==> src/rtl/conbus_arb5_wd.sv <==
// conbus_arb5_wd: round-robin grant for the five-master conbus shared bus.
// Grant is held for a master's whole cyc tenure and rotates circularly on release.
// Optional stalled-transfer watchdog is enabled by defining CONBUS_ARB_WD_EN;
// without it wd_err and wd_count are tied to zero and wd_clr is ignored.
module conbus_arb5_wd #(
  parameter int PARK    = 0,
  parameter int TIMEOUT = 1024
) (
  input  logic       sys_clk,
  input  logic       sys_rst_n,
  input  logic [4:0] req,
  input  logic       stb,
  input  logic       ack,
  output logic [2:0] gnt,
  output logic       wd_err,
  output logic [7:0] wd_count,
  input  logic       wd_clr
);

  typedef enum logic {
    FREE  = 1'b0,
    OWNED = 1'b1
  } arb_state_t;

  arb_state_t state;
  logic [2:0] gnt_next;
  logic [7:0] req_ext;
  logic       owner_req;
  logic       found;

  // Zero-padded request vector so the 3-bit grant can index it without range issues.
  assign req_ext   = {3'b000, req};
  assign owner_req = req_ext[gnt];

  // Circular index (base + offset) mod 5 for base 0..4, offset 1..5.
  function automatic logic [2:0] rr_index(input logic [2:0] base, input logic [2:0] offset);
    logic [3:0] sum;
    sum = {1'b0, base} + {1'b0, offset};
    if (sum >= 4'd5) begin
      sum = sum - 4'd5;
    end
    return sum[2:0];
  endfunction

  // Decode ownership and pick the next grant: hold while owned, else first requester after gnt.
  always_comb begin
    state    = owner_req ? OWNED : FREE;
    gnt_next = gnt;
    found    = 1'b0;
    if (state == FREE) begin
      for (int i = 1; i <= 5; i++) begin
        if (!found && req_ext[rr_index(gnt, 3'(i))]) begin
          gnt_next = rr_index(gnt, 3'(i));
          found    = 1'b1;
        end
      end
    end
  end

  // Grant register; reset parks the bus on PARK immediately.
  always_ff @(posedge sys_clk or negedge sys_rst_n) begin
    if (!sys_rst_n) begin
      gnt <= 3'(PARK);
    end else begin
      gnt <= gnt_next;
    end
  end

`ifdef CONBUS_ARB_WD_EN
  localparam logic [15:0] WD_LAST = 16'(TIMEOUT - 1);

  logic [15:0] wdc;
  logic        stall;
  logic        gnt_change;
  logic        wd_event;

  assign stall      = owner_req & stb & ~ack;
  assign gnt_change = (gnt_next != gnt);
  assign wd_event   = stall & ~gnt_change & (wdc == WD_LAST);

  // Stall cycle counter: counts consecutive unacked strobes, restarts on any break or grant move.
  always_ff @(posedge sys_clk or negedge sys_rst_n) begin
    if (!sys_rst_n) begin
      wdc <= '0;
    end else if (!stall || gnt_change || wd_event) begin
      wdc <= '0;
    end else begin
      wdc <= wdc + 16'd1;
    end
  end

  // One-cycle error pulse the cycle after the stall bound is reached.
  always_ff @(posedge sys_clk or negedge sys_rst_n) begin
    if (!sys_rst_n) begin
      wd_err <= 1'b0;
    end else begin
      wd_err <= wd_event;
    end
  end

  // Saturating event tally; a clear in the same cycle as an event takes priority.
  always_ff @(posedge sys_clk or negedge sys_rst_n) begin
    if (!sys_rst_n) begin
      wd_count <= '0;
    end else if (wd_clr) begin
      wd_count <= '0;
    end else if (wd_event && (wd_count != 8'hFF)) begin
      wd_count <= wd_count + 8'd1;
    end
  end
`else
  logic unused_wd;

  assign wd_err    = 1'b0;
  assign wd_count  = '0;
  assign unused_wd = ^{wd_clr, stb, ack};
`endif

endmodule

==> config.mk <==
export PLATFORM = sky130hd
export DESIGN_NAME = conbus_arb5_wd
export DESIGN_NICKNAME = d
export VERILOG_FILES = /design/src/rtl/conbus_arb5_wd.sv
export SDC_FILE = /design/constraint.sdc
export NUM_CORES = 1
export LEC_CHECK = 0
export BUFFER_PORTS_ARGS = -buffer_cell sky130_fd_sc_hd__buf_4
export CELL_PAD_IN_SITES_DETAIL_PLACEMENT = 1
export CELL_PAD_IN_SITES_GLOBAL_PLACEMENT = 1
export CORE_ASPECT_RATIO = 0.8
export CORE_MARGIN = 2
export CORE_UTILIZATION = 31
export CTS_BUF_LIST = sky130_fd_sc_hd__clkbuf_4
export DETAILED_ROUTE_END_ITERATION = 10
export GPL_ROUTABILITY_DRIVEN = 0
export PLACE_DENSITY = 0.73
export SETUP_SLACK_MARGIN = 0.3
export SYNTH_ARGS = -nofsm -noshare
export SYNTH_HDL_FRONTEND = slang
export SYNTH_SLANG_ARGS = --single-unit
==> constraint.sdc <==
create_clock -name sys_clk -period 3.2 [get_ports sys_clk]
set_input_delay 0.32 -clock sys_clk [delete_from_list [all_inputs] [get_ports sys_clk]]
set_output_delay 0.32 -clock sys_clk [all_outputs]
set_load 0.01 [all_outputs]
==> out/summary.log, run 1 <==
INFO  outcome        result_of_the_run=finished, final reports clean
INFO  cells_and_area regMostFlops=gnt
INFO  synth          avg_inst_size_synth=7.917squm
INFO  synth          netlist_top_cells_count=10 x sky130_fd_sc_hd__ha_1, 9 x sky130_fd_sc_hd__buf_4, 8 x sky130_fd_sc_hd__nor2_1, 8 x sky130_fd_sc_hd__o21ai_0
INFO  route          num_vias=1416
INFO  run            max_cap_viol_count=0
INFO  route          drtAntennaViolNets=0
INFO  clocking       clkTransAtPathRegs=0.05ns
INFO  synth          synthArstFlopShare=1.000
INFO  grt            globalRouteTotalUtil=0.1969
INFO  die            floorplan.die.width=76.58microns
INFO  synth          synth_seq_area_share=0.05747
INFO  critical_path  regToRegStartpoint=gnt[0]
INFO  sta            slew-limit-headroom=0.6269
INFO  synth          yosysUniqueCellTypes=67
INFO  synth          dominantRegCellSynth=sky130_fd_sc_hd__dfrtp_1
INFO  grt            globalRouteOverflowTotal=0
INFO  clocking       worstSkewPairLatency=0.25ns
INFO  clocking       cts_made_buffers=3
INFO  critical_path  worst_ep_arrival_time=3.12ns
INFO  critical_path  critical_path_class=flip-flop to flip-flop
INFO  synth          netlist.top_cell.by_area=sky130_fd_sc_hd__ha_1
INFO  sta            hold_viol_final=0
INFO  critical_path  start_kind=flip-flop
INFO  cells_and_area antenna_cells_inserted=0
INFO  synth          synth_cells=165
INFO  clocking       clkSinkCount=3
INFO  cells_and_area flip_flop_count_of_the_largest_register_after_layout=3
INFO  sta            final-setup-viol-count=0
INFO  cells_and_area layout-drive-gt1-share=0.3782
INFO  clocking       cts.htree.levels=1
INFO  grt            grt_pass1_vias=1401
INFO  die            floorplan.initialDensity=0.3167
INFO  cells_and_area areaGrowthSynthToFinish=33.91%
INFO  die            fp.dieArea=0.004752sqmm
INFO  cells_and_area regs_by_ff_count=gnt: 3 flops
INFO  route          detail_route.wirelength=4.636mm
INFO  synth          yosys_register_bits=3
INFO  cells_and_area final_core_utilization=0.4240
INFO  sta            grt_setup_unrepaired=yes
INFO  die            i_o_pin_cnt=22
INFO  sta            drv_slew=0
INFO  grt            grt_antenna_before_repair=0
INFO  route          avgRoutedWirePerCell=18.54microns
INFO  sta            worst_max_slew_pin_slew=0.5559ns
INFO  placement      post-dp-hpwl=3.427mm
INFO  synth          synth_most_common_cell=sky130_fd_sc_hd__ha_1
INFO  critical_path  setup.worst_path.end_class=flip-flop
INFO  placement      place_inst=237
INFO  placement      buffers_on_ports=9
INFO  synth          synthesis.yosys.warnings=0
INFO  critical_path  critical_path_peak_fanout=6
INFO  route          post_drt_via_cell_ratio=5.664
INFO  worst_hold_path timing.hold.worst.class=primary input to async pin
INFO  critical_path  worst_setup_startpoint=gnt[0]
INFO  clocking       clk_path_buf_depth=2
INFO  route          drc=0
INFO  synth          synth_top_area_share=0.09579
INFO  grt            grt_pass1_wl=7.217mm
INFO  sta            fin_skew=0.01228ns
INFO  synth          synth.area.top_cells=sky130_fd_sc_hd__ha_1 9.6%, sky130_fd_sc_hd__dfrtp_1 5.7%, sky130_fd_sc_hd__buf_4 5.2%
INFO  die            core_area=0.004125sqmm
INFO  die            fp-row-count=21
INFO  sta            period_share=0.9265
INFO  clocking       clock-root-buffer=sky130_fd_sc_hd__clkbuf_4
INFO  critical_path  cp.required=3.35ns
INFO  cells_and_area finalNonFillerCells=250
INFO  sta            fin_tns_setup=0ns
INFO  sta            fmax=0.3373GHz
INFO  synth          number_of_synthesized_flops_with_an_enable_pin=0
INFO  route          initial_drc_count=56
INFO  clocking       tritoncts=built
INFO  die            die_height=62.06microns
INFO  route          drt-pass1-iter-count=4
INFO  synth          post_synth_instance_area=0.001306sqmm
INFO  grt            largest_net_degree_at_the_start_of_global_routing=18
INFO  cells_and_area num-nets-final=215
INFO  sta            period_minus_slack=2.965ns
## through the flow
step | instance area, sq um | hold slack (ns) | worst slack [ns]
final | 1749 | 0.4034 | 0.2354
after global placement | 1508 | 0.1107 | 0.2061
after floorplan | 1366 | 0.02441 | 0.2310
after CTS | 1667 | 0.4037 | 0.2658
after global routing | 1749 | 0.4168 | 0.1595
after detailed placement | 1508 | 0.1172 | 0.1438
## what timing repair did
action,CTS,global route
endpoints found under the hold margin,3,0
pin swaps,4,6
setup buffers,5,3
hold buffers,1,0
cloned,0,0
gates resized for setup,16,13
setup endpoints to repair,2,3
## final timing paths
kind | endpoint | slack, ns | cells past startpoint
worst max-delay path | gnt[1] | 0.24 | 10
worst min-delay path | gnt[0] | 0.40 | 2
worst max register to register | gnt[1] | 0.24 | 10
worst min register to register | gnt[1] | 0.72 | 2
max in group asynchronous | gnt[1] | 2.67 | 2
min in group sys_clk | gnt[1] | 0.72 | 2
## critical path, stage by stage (launching register included)
cell and delay, ns:
sky130_fd_sc_hd__dfrtp_2 0.43, sky130_fd_sc_hd__inv_4 0.08, sky130_fd_sc_hd__ha_4 0.13, sky130_fd_sc_hd__inv_2 0.04, sky130_fd_sc_hd__fa_2 0.38, sky130_fd_sc_hd__or2_4 0.27
sky130_fd_sc_hd__o2111a_1 0.26, sky130_fd_sc_hd__or3_4 0.41, sky130_fd_sc_hd__nand3b_4 0.20, sky130_fd_sc_hd__or4b_4 0.50, sky130_fd_sc_hd__o221ai_2 0.16
## layout make-up
class	instances	area, sq um
clock buffer	4	30.03
tap	57	71.32
multi-input combinational	145	1276
fill	506	2376
inverter	9	38.79
timing repair buffer	32	254.0
sequential	3	78.83
## logic make-up (layout without fill, tap and decap cells)
| family | after synthesis | count (layout) | synth area share |
|---|---|---|---|
| compound gates | 61 | 61 | 0.3477 |
| xor+xnor | 7 | 7 | 0.04694 |
| fa+ha+maj | 11 | 11 | 0.1111 |
| buf+inv | 25 | 45 | 0.1025 |
| flops | 3 | 3 | 0.05747 |
| mux | 8 | 8 | 0.07280 |
| other cells | 1 | 9 | 0.002871 |
| simple gates | 49 | 49 | 0.2586 |
## routing by layer
metal	vias up	wire [microns]	GRT usage
met5	-	0	0
met4	0	68	0.07532
met3	6	310	0.03613
met2	42	2171	0.3186
met1	685	2085	0.2678
li1	683	-	-
## cell usage in the layout, fill, tap and decap left out, drive strengths merged, types with 3 or more instances in the layout
cell type	count
ha	10
nor2	8
a21oi	8
dfrtp	3
a31oi	5
conb	9
and3b	4
o22ai	5
nand2b	3
mux2i	5
clkbuf	4
a2bb2oi	3
nor2b	4
a211oi	4
inv	9
or3	3
a211o	3
nand2	6
o21ai	10
buf	31
nor3	3
xnor2	5
Power of run 1 is not shown: default switching activity piles up to over one toggle a cycle in this logic, so the estimate is an artifact.
==> run 2, diff against run 1 <==
ABC_AREA = 1   (was not set)
CORE_ASPECT_RATIO = not set   (was 0.8)
PLACE_DENSITY = 0.77   (was 0.73)
==> run 2 against run 1 <==
Via count down 4.7%. Register-to-register slack better by 0.34 ns. Routed wire length shrank 23%. Flip-flop and latch count did not move. Hold slack about the same. Critical path depth rose by 3. Non-clock buffer count is 17 lower. Count of clock-buffer cells in the layout did not move. Fmax up 13%. Sequential share of layout area grew 0.85 points. Core utilization is 6.5 points lower.
==> out/summary.log, run 2 <==
INFO  synth          avg_inst_size_synth=6.232squm [-21%]
INFO  synth          post_synth_and_or_nand_nor_area_fraction=0.4976 [+0.2389]
INFO  synth          synth_seq_area_share=0.05877 [+0.001295]
INFO  cells_and_area flip_flop_count_of_the_largest_register_after_layout=3 [unchanged]
INFO  worst_hold_path timing.hold.worst.class=primary input to async pin
INFO  cells_and_area nFillCells=540 [+6.7%]
INFO  outcome        result_of_the_run=finished, final reports clean
INFO  clocking       clk_path_buf_depth=2 [unchanged]
INFO  die            floorplan.die.width=68.20microns [-11%]
INFO  route          avgRoutedWirePerCell=13.29microns [-28%]
INFO  run            max_cap_viol_count=0 [unchanged]
INFO  cells_and_area regArea=76.32squm [-3.2%]
INFO  critical_path  setup.worst_path.end_class=flip-flop
INFO  synth          synth-adder-area-share=0.1136 [+0.002503]
INFO  sta            fin_tns_setup=0ns [unchanged]
INFO  critical_path  worst_path_dominant_cell_family=simple AND/OR/NAND/NOR gates
INFO  cells_and_area layout-drive-gt1-share=0.2409 [-0.1373]
INFO  grt            grt_pass1_wl=6.292mm [-13%]
INFO  cells_and_area layout_commonest_cell=sky130_fd_sc_hd__nand2_1
INFO  grt            globalRouteTotalUtil=0.1810 [-0.01594]
INFO  route          detail_route.wirelength=3.588mm [-23%]
INFO  cells_and_area regMostFlops=gnt
INFO  clocking       clock-root-buffer=sky130_fd_sc_hd__clkbuf_4
INFO  placement      buffers_on_ports=9 [unchanged]
INFO  synth          synth_top_family_by_area=simple AND/OR/NAND/NOR gates
INFO  die            fp-row-count=23 [+9.5%]
INFO  sta            period_minus_slack=2.621ns [-0.3437 ns]
INFO  grt            grt_pass1_vias=1389 [-0.86%]
INFO  clocking       clkSinkCount=3 [unchanged]
INFO  synth          synth_cells=205 [+24%]
INFO  critical_path  cp.buffers_inverters=1 [-1]
INFO  clocking       cts.htree.levels=1 [unchanged]
INFO  synth          number_of_synthesized_flops_with_an_enable_pin=0 [unchanged]
INFO  synth          synthArstFlopShare=1.000 [unchanged]
INFO  clocking       post-cts-setup-buffers=0 [-5]
INFO  synth          yosys-mux-area-fraction=0 [-0.07280]
INFO  critical_path  worst_ep_arrival_time=2.75ns [-0.37 ns]
INFO  critical_path  critical_path_class=flip-flop to flip-flop
INFO  synth          yosysUniqueCellTypes=32 [-52%]
INFO  route          drtAntennaViolNets=0 [unchanged]
INFO  cells_and_area multiInputGateArea=0.001059sqmm [-17%]
INFO  synth          synthesis.yosys.warnings=0 [unchanged]
INFO  sta            grt_setup_unrepaired=yes
INFO  die            floorplan.initialDensity=0.3217 [+0.005024]
INFO  critical_path  capture_instance_of_the_worst_register_to_register_path=gnt[2]
INFO  synth          yosys_register_bits=3 [unchanged]
INFO  sta            drv_slew=0 [unchanged]
INFO  synth          synth_area_in_compound_gates=0.1420 [-0.2057]
INFO  critical_path  regToRegStartpoint=gnt[1]
INFO  sta            fin_skew=0.003975ns [-0.008307 ns]
INFO  sta            hold_viol_final=0 [unchanged]
INFO  synth          synth_top_area_share=0.1704 [+0.07464]
INFO  sta            period_share=0.8190 [-0.1074]
INFO  route          initial_drc_count=27 [-52%]
INFO  die            die_height=68.20microns [+9.9%]
INFO  clocking       worstSkewPairLatency=0.24ns [about the same]
INFO  cells_and_area antenna_cells_inserted=0 [unchanged]
INFO  synth          synth.area.top_cells=sky130_fd_sc_hd__nand2_1 17%, sky130_fd_sc_hd__nand3_1 11%, sky130_fd_sc_hd__ha_1 9.8%
INFO  critical_path  start_kind=flip-flop
INFO  critical_path  crit_path_max_incr_delay=0.40ns [-0.10 ns]
INFO  sta            fmax=0.3815GHz [+13%]
INFO  synth          post_synth_xor_area_fraction=0.04114 [-0.005799]
INFO  critical_path  worst_setup_startpoint=gnt[1]
INFO  critical_path  reg_to_reg_slack_setup=0.58ns [+0.34 ns]
INFO  clocking       tritoncts=built
INFO  synth          dominantRegCellSynth=sky130_fd_sc_hd__dfrtp_1
INFO  clocking       clkTransAtPathRegs=0.04ns [about the same]
INFO  route          post_drt_via_cell_ratio=5.000 [-12%]
INFO  sta            final-setup-viol-count=0 [unchanged]
INFO  route          drt-pass1-iter-count=4 [unchanged]
INFO  synth          netlist_top_cells_count=58 x sky130_fd_sc_hd__nand2_1, 28 x sky130_fd_sc_hd__nand3_1, 19 x sky130_fd_sc_hd__inv_1
INFO  synth          synth_most_common_cell=sky130_fd_sc_hd__nand2_1
INFO  critical_path  cp_slowest_cell=sky130_fd_sc_hd__dfrtp_2
INFO  cells_and_area num-nets-final=242 [+13%]
INFO  critical_path  rr_worst_depth=13 [+3]
INFO  synth          post_synth_instance_area=0.001277sqmm [-2.2%]
INFO  cells_and_area areaGrowthSynthToFinish=11.56%
INFO  grt            largest_net_degree_at_the_start_of_global_routing=17 [-1]
INFO  clocking       cts_made_buffers=3 [unchanged]
INFO  cells_and_area layout_common_cells=58 x sky130_fd_sc_hd__nand2_1, 28 x sky130_fd_sc_hd__nand3_1, 19 x sky130_fd_sc_hd__inv_1
INFO  critical_path  cp.required=3.33ns [-0.02 ns]
INFO  die            core_area=0.003971sqmm [-3.7%]
INFO  route          drc=0 [unchanged]
INFO  cells_and_area regs_by_ff_count=gnt: 3 flops
INFO  grt            grt_antenna_before_repair=0 [unchanged]
INFO  route          num_vias=1350 [-4.7%]
INFO  critical_path  path_cells=inv_1 > ha_1 > ha_1 > or2_1 > o21ai_1 > nor2_1 > nand3_1 > nand2_1 > nor2_4 > nand4_1 > or2_0 > nand3_1 > a21oi_2
INFO  placement      post-dp-hpwl=2.965mm [-13%]
INFO  grt            globalRouteOverflowTotal=0 [unchanged]
INFO  die            fp.dieArea=0.004651sqmm [-2.1%]
INFO  critical_path  critical_path_peak_fanout=6 [unchanged]
INFO  die            i_o_pin_cnt=22 [unchanged]
INFO  synth          netlist.top_cell.by_area=sky130_fd_sc_hd__nand2_1
## run 2: metal layers
metal,GRT usage,part of all wire,vias to the layer above
met5,0,0,-
met4,0.06250,0.012,0
met1,0.2127,0.46,632
met2,0.3386,0.50,18
li1,-,-,696
met3,0.01645,0.022,4
## run 2: worst reg2reg max path: stages (launching register included)
cell                      delay [ns]
sky130_fd_sc_hd__dfrtp_2        0.40
sky130_fd_sc_hd__inv_1          0.07
sky130_fd_sc_hd__ha_1           0.18
sky130_fd_sc_hd__ha_1           0.37
sky130_fd_sc_hd__or2_1          0.25
sky130_fd_sc_hd__o21ai_1        0.23
sky130_fd_sc_hd__nor2_1         0.08
sky130_fd_sc_hd__nand3_1        0.07
sky130_fd_sc_hd__nand2_1        0.09
sky130_fd_sc_hd__nor2_4         0.16
sky130_fd_sc_hd__nand4_1        0.17
sky130_fd_sc_hd__or2_0          0.24
sky130_fd_sc_hd__nand3_1        0.13
sky130_fd_sc_hd__a21oi_2        0.07
## run 2: final cells by class
type / count / area share
timing repair buffer: 15 / 0.08077
multi-input combinational: 176 / 0.7428
inverter: 22 / 0.05795
tap: 50 / 0.04390
sequential: 3 / 0.05356
clock buffer: 4 / 0.02107
## run 2: metrics by stage
step,cell area [sq um],util,cells,worst slack [ns],hold WS [ns]
final,1425,0.3589,270,0.5791,0.4034
after global routing,1425,0.3589,270,0.2979,0.4031
after CTS,1414,0.3560,270,0.3882,0.3845
after detailed placement,1374,0.3459,265,0.3942,0.1092
after global placement,1374,0.3459,265,0.4386,0.1091
after floorplan,1308,-,213,0.4995,0.02441
## run 2: timing repair
| item | CTS | global route |
|---|---|---|
| gates resized for setup | 0 | 5 |
| hold buffers | 1 | 0 |
| endpoints found under the hold margin | 3 | 0 |
| endpoints found under the setup margin | 0 | 3 |
## run 2: worst max path at each step
stage,to,slack [ns],cells after the start
3_5_place_dp,gnt[2],0.39,13
4_1_cts,gnt[2],0.39,13
3_3_place_gp,gnt[2],0.44,13
6_report,gnt[2],0.58,13
5_1_grt,gnt[1],0.30,17
2_1_floorplan,gnt[2],0.50,14
## run 2: cell families (layout without fill, tap and decap cells)
group           Yosys count  count (layout)
fa+ha+maj                11              11
other cells               1               9
compound gates           29              29
simple gates            124             124
buf+inv                  34              41
xor+xnor                  3               3
flops                     3               3
Power of run 2 is left out for the same reason.
==> run 3, diff against run 2 <==
PLACE_DENSITY = 0.74   (was 0.77)
clock period = 2.6 ns   (was 3.2 ns; I/O delays follow)
==> run 3 against run 2 <==
Worst setup slack worse by 0.43 ns. First-iteration DRC count up 93%. Die area unchanged. Critical path type unchanged. Final area up 20%. Hold slack worse by 0.056 ns.
==> out/summary.log, run 3 (synthesis gave the netlist of run 2 again) <==
INFO  outcome        result_of_the_run=finished, final reports clean
INFO  critical_path  cp.required=2.72ns [-0.61 ns]
INFO  clocking       cts.htree.levels=1 [unchanged]
INFO  route          drt-pass1-iter-count=4 [unchanged]
INFO  route          num_vias=1416 [+4.9%]
INFO  cells_and_area layout-drive-gt1-share=0.4370 [+0.1961]
INFO  route          avgRoutedWirePerCell=13.55microns [+2.0%]
INFO  critical_path  cpMostUsedCell=sky130_fd_sc_hd__nand2_2
INFO  die            fp.dieArea=0.004651sqmm [unchanged]
INFO  critical_path  setup.worst_path.end_class=flip-flop
INFO  cells_and_area finalNonFillerCells=288 [+6.7%]
INFO  sta            timing.hold.ws=0.3475ns [-0.05599 ns]
INFO  sta            hold_viol_final=0 [unchanged]
INFO  critical_path  critical_path_peak_fanout=5 [-1]
INFO  cells_and_area regs_by_ff_count=gnt: 3 flops
INFO  cells_and_area antenna_cells_inserted=0 [unchanged]
INFO  worst_hold_path timing.hold.worst.class=primary input to async pin
INFO  sta            fmax=0.4079GHz [+6.9%]
INFO  grt            grt_pass1_wl=6.651mm [+5.7%]
INFO  sta            period_minus_slack=2.451ns [-0.1696 ns]
INFO  run            max_cap_viol_count=0 [unchanged]
INFO  sta            drv_slew=0 [unchanged]
INFO  critical_path  reg_to_reg_slack_setup=0.15ns [-0.43 ns]
INFO  grt            globalRouteTotalUtil=0.1895 [+0.008488]
INFO  cells_and_area areaGrowthSynthToFinish=34.28%
INFO  sta            fin_skew=0.004322ns [+0.0003470 ns]
INFO  cells_and_area flip_flop_count_of_the_largest_register_after_layout=3 [unchanged]
INFO  grt            largest_net_degree_at_the_start_of_global_routing=17 [unchanged]
INFO  sta            final-setup-viol-count=0 [unchanged]
INFO  sta            grt_setup_unrepaired=yes
INFO  grt            globalRouteOverflowTotal=0 [unchanged]
INFO  die            i_o_pin_cnt=22 [unchanged]
INFO  die            floorplan.initialDensity=0.3217 [unchanged]
INFO  cells_and_area num-nets-final=260 [+7.4%]
INFO  critical_path  worst_ep_arrival_time=2.58ns [-0.17 ns]
INFO  cells_and_area regMostFlops=gnt
INFO  critical_path  rr_worst_depth=17 [+4]
INFO  clocking       clk_path_buf_depth=2 [unchanged]
INFO  sta            period_share=0.9428 [+0.1238]
INFO  route          drtAntennaViolNets=0 [unchanged]
INFO  grt            grt_pass1_vias=1422 [+2.4%]
INFO  cells_and_area layout_commonest_cell=sky130_fd_sc_hd__nand2_1
INFO  critical_path  crit_path_max_incr_delay=0.43ns [+0.03 ns]
INFO  clocking       cts_made_buffers=3 [unchanged]
INFO  critical_path  start_kind=flip-flop
INFO  die            die_height=68.20microns [unchanged]
INFO  cells_and_area layout_common_cells=48 x sky130_fd_sc_hd__nand2_1, 30 x sky130_fd_sc_hd__buf_4, 19 x sky130_fd_sc_hd__nand3_1
INFO  route          initial_drc_count=52 [+93%]
INFO  route          post_drt_via_cell_ratio=4.917 [-1.7%]
INFO  placement      post-dp-hpwl=3.168mm [+6.9%]
INFO  critical_path  regToRegStartpoint=gnt[1]
INFO  critical_path  path_cells=inv_4 > buf_4 > ha_2 > xnor2_2 > nand2_2 > nand2_2 > nand2_1 > nand3_1 > nand2_2 > nor2_4 > nand4_1 > nand3_1 > nand2_1 > nand2_1 > nand2_2 > nand2_2 > nand2_1
INFO  clocking       clkTransAtPathRegs=0.04ns [about the same]
INFO  critical_path  critical_path_class=flip-flop to flip-flop
INFO  critical_path  cp_slowest_cell=sky130_fd_sc_hd__dfrtp_2
INFO  die            fp-row-count=23 [unchanged]
INFO  grt            grt_antenna_before_repair=0 [unchanged]
INFO  clocking       worstSkewPairLatency=0.24ns [about the same]
INFO  critical_path  capture_instance_of_the_worst_register_to_register_path=gnt[0]
INFO  clocking       clock-root-buffer=sky130_fd_sc_hd__clkbuf_4
INFO  clocking       tritoncts=built
INFO  die            floorplan.die.width=68.20microns [unchanged]
INFO  clocking       clkSinkCount=3 [unchanged]
INFO  route          detail_route.wirelength=3.903mm [+8.8%]
INFO  placement      buffers_on_ports=9 [unchanged]
INFO  route          drc=0 [unchanged]
INFO  die            core_area=0.003971sqmm [unchanged]
INFO  placement      place_inst=273 [+3.0%]
run 3: cell types whose count changed in the layout (fill, tap and decap cells not counted), sizes merged:
cell	before	now
buf	14	32
run 3: area by class of cell:
type / count / area (sq um)
multi-input cells: 176 / 1196
inverters: 22 / 90.09
fillers: 538 / 2256
repair buffers: 33 / 257.7
flip-flops and latches: 3 / 78.83
well taps: 50 / 62.56
clock buffers: 4 / 30.03
run 3: per-layer routing:
metal  global-route usage  vias up  share of wire  wire (microns)
li1                     -      731              -               -
met1               0.2470      669           0.47            1844
met2               0.3507       13           0.51            2004
met3                    0        3         0.0061              24
met4              0.03750        0         0.0074              29
met5                    0        -              0               0
run 3: worst max-delay path by stage:
stage | startpoint | to | slack (ns) | depth (start not counted)
finish | gnt[1] | gnt[0] | 0.15 | 17
global route | gnt[0] | gnt[0] | -0.04 | 19
CTS | gnt[1] | gnt[0] | 0.14 | 15
detailed placement | gnt[1] | gnt[0] | -0.07 | 16
global placement | gnt[1] | gnt[2] | 0.02 | 13
floorplan | gnt[0] | gnt[0] | 0.09 | 19
run 3: critical path: cells and delay by family, from the launching register on:
family | cells | cell delay [ns]
XOR/XNOR | 1 | 0.14
adder cells (fa/ha/maj) | 1 | 0.39
buffers and inverters | 2 | 0.20
flip-flops | 1 | 0.43
AND/OR/NAND/NOR | 13 | 1.17
run 3: repair_timing:
| action | in CTS | in global routing |
|---|---|---|
| hold buffers | 1 | 0 |
| endpoints found under the hold margin | 3 | 0 |
| buffers inserted | 10 | 0 |
| pin swaps | 14 | 1 |
| gates resized for setup | 24 | 4 |
| setup endpoints to repair | 3 | 3 |
| cloned | 0 | 0 |
run 3: through the flow:
step	TNS (ns)	instance area, sq um	util	setup slack, ns
2_1_floorplan	0	1398	-	0.09245
3_3_place_gp	0	1520	0.3828	0.02361
3_5_place_dp	-0.1328	1520	0.3828	-0.07051
4_1_cts	0	1703	0.4288	0.1373
5_1_grt	-0.07556	1715	0.4319	-0.04404
6_report	0	1715	0.4319	0.1486
Power of run 3 is left out for the same reason.
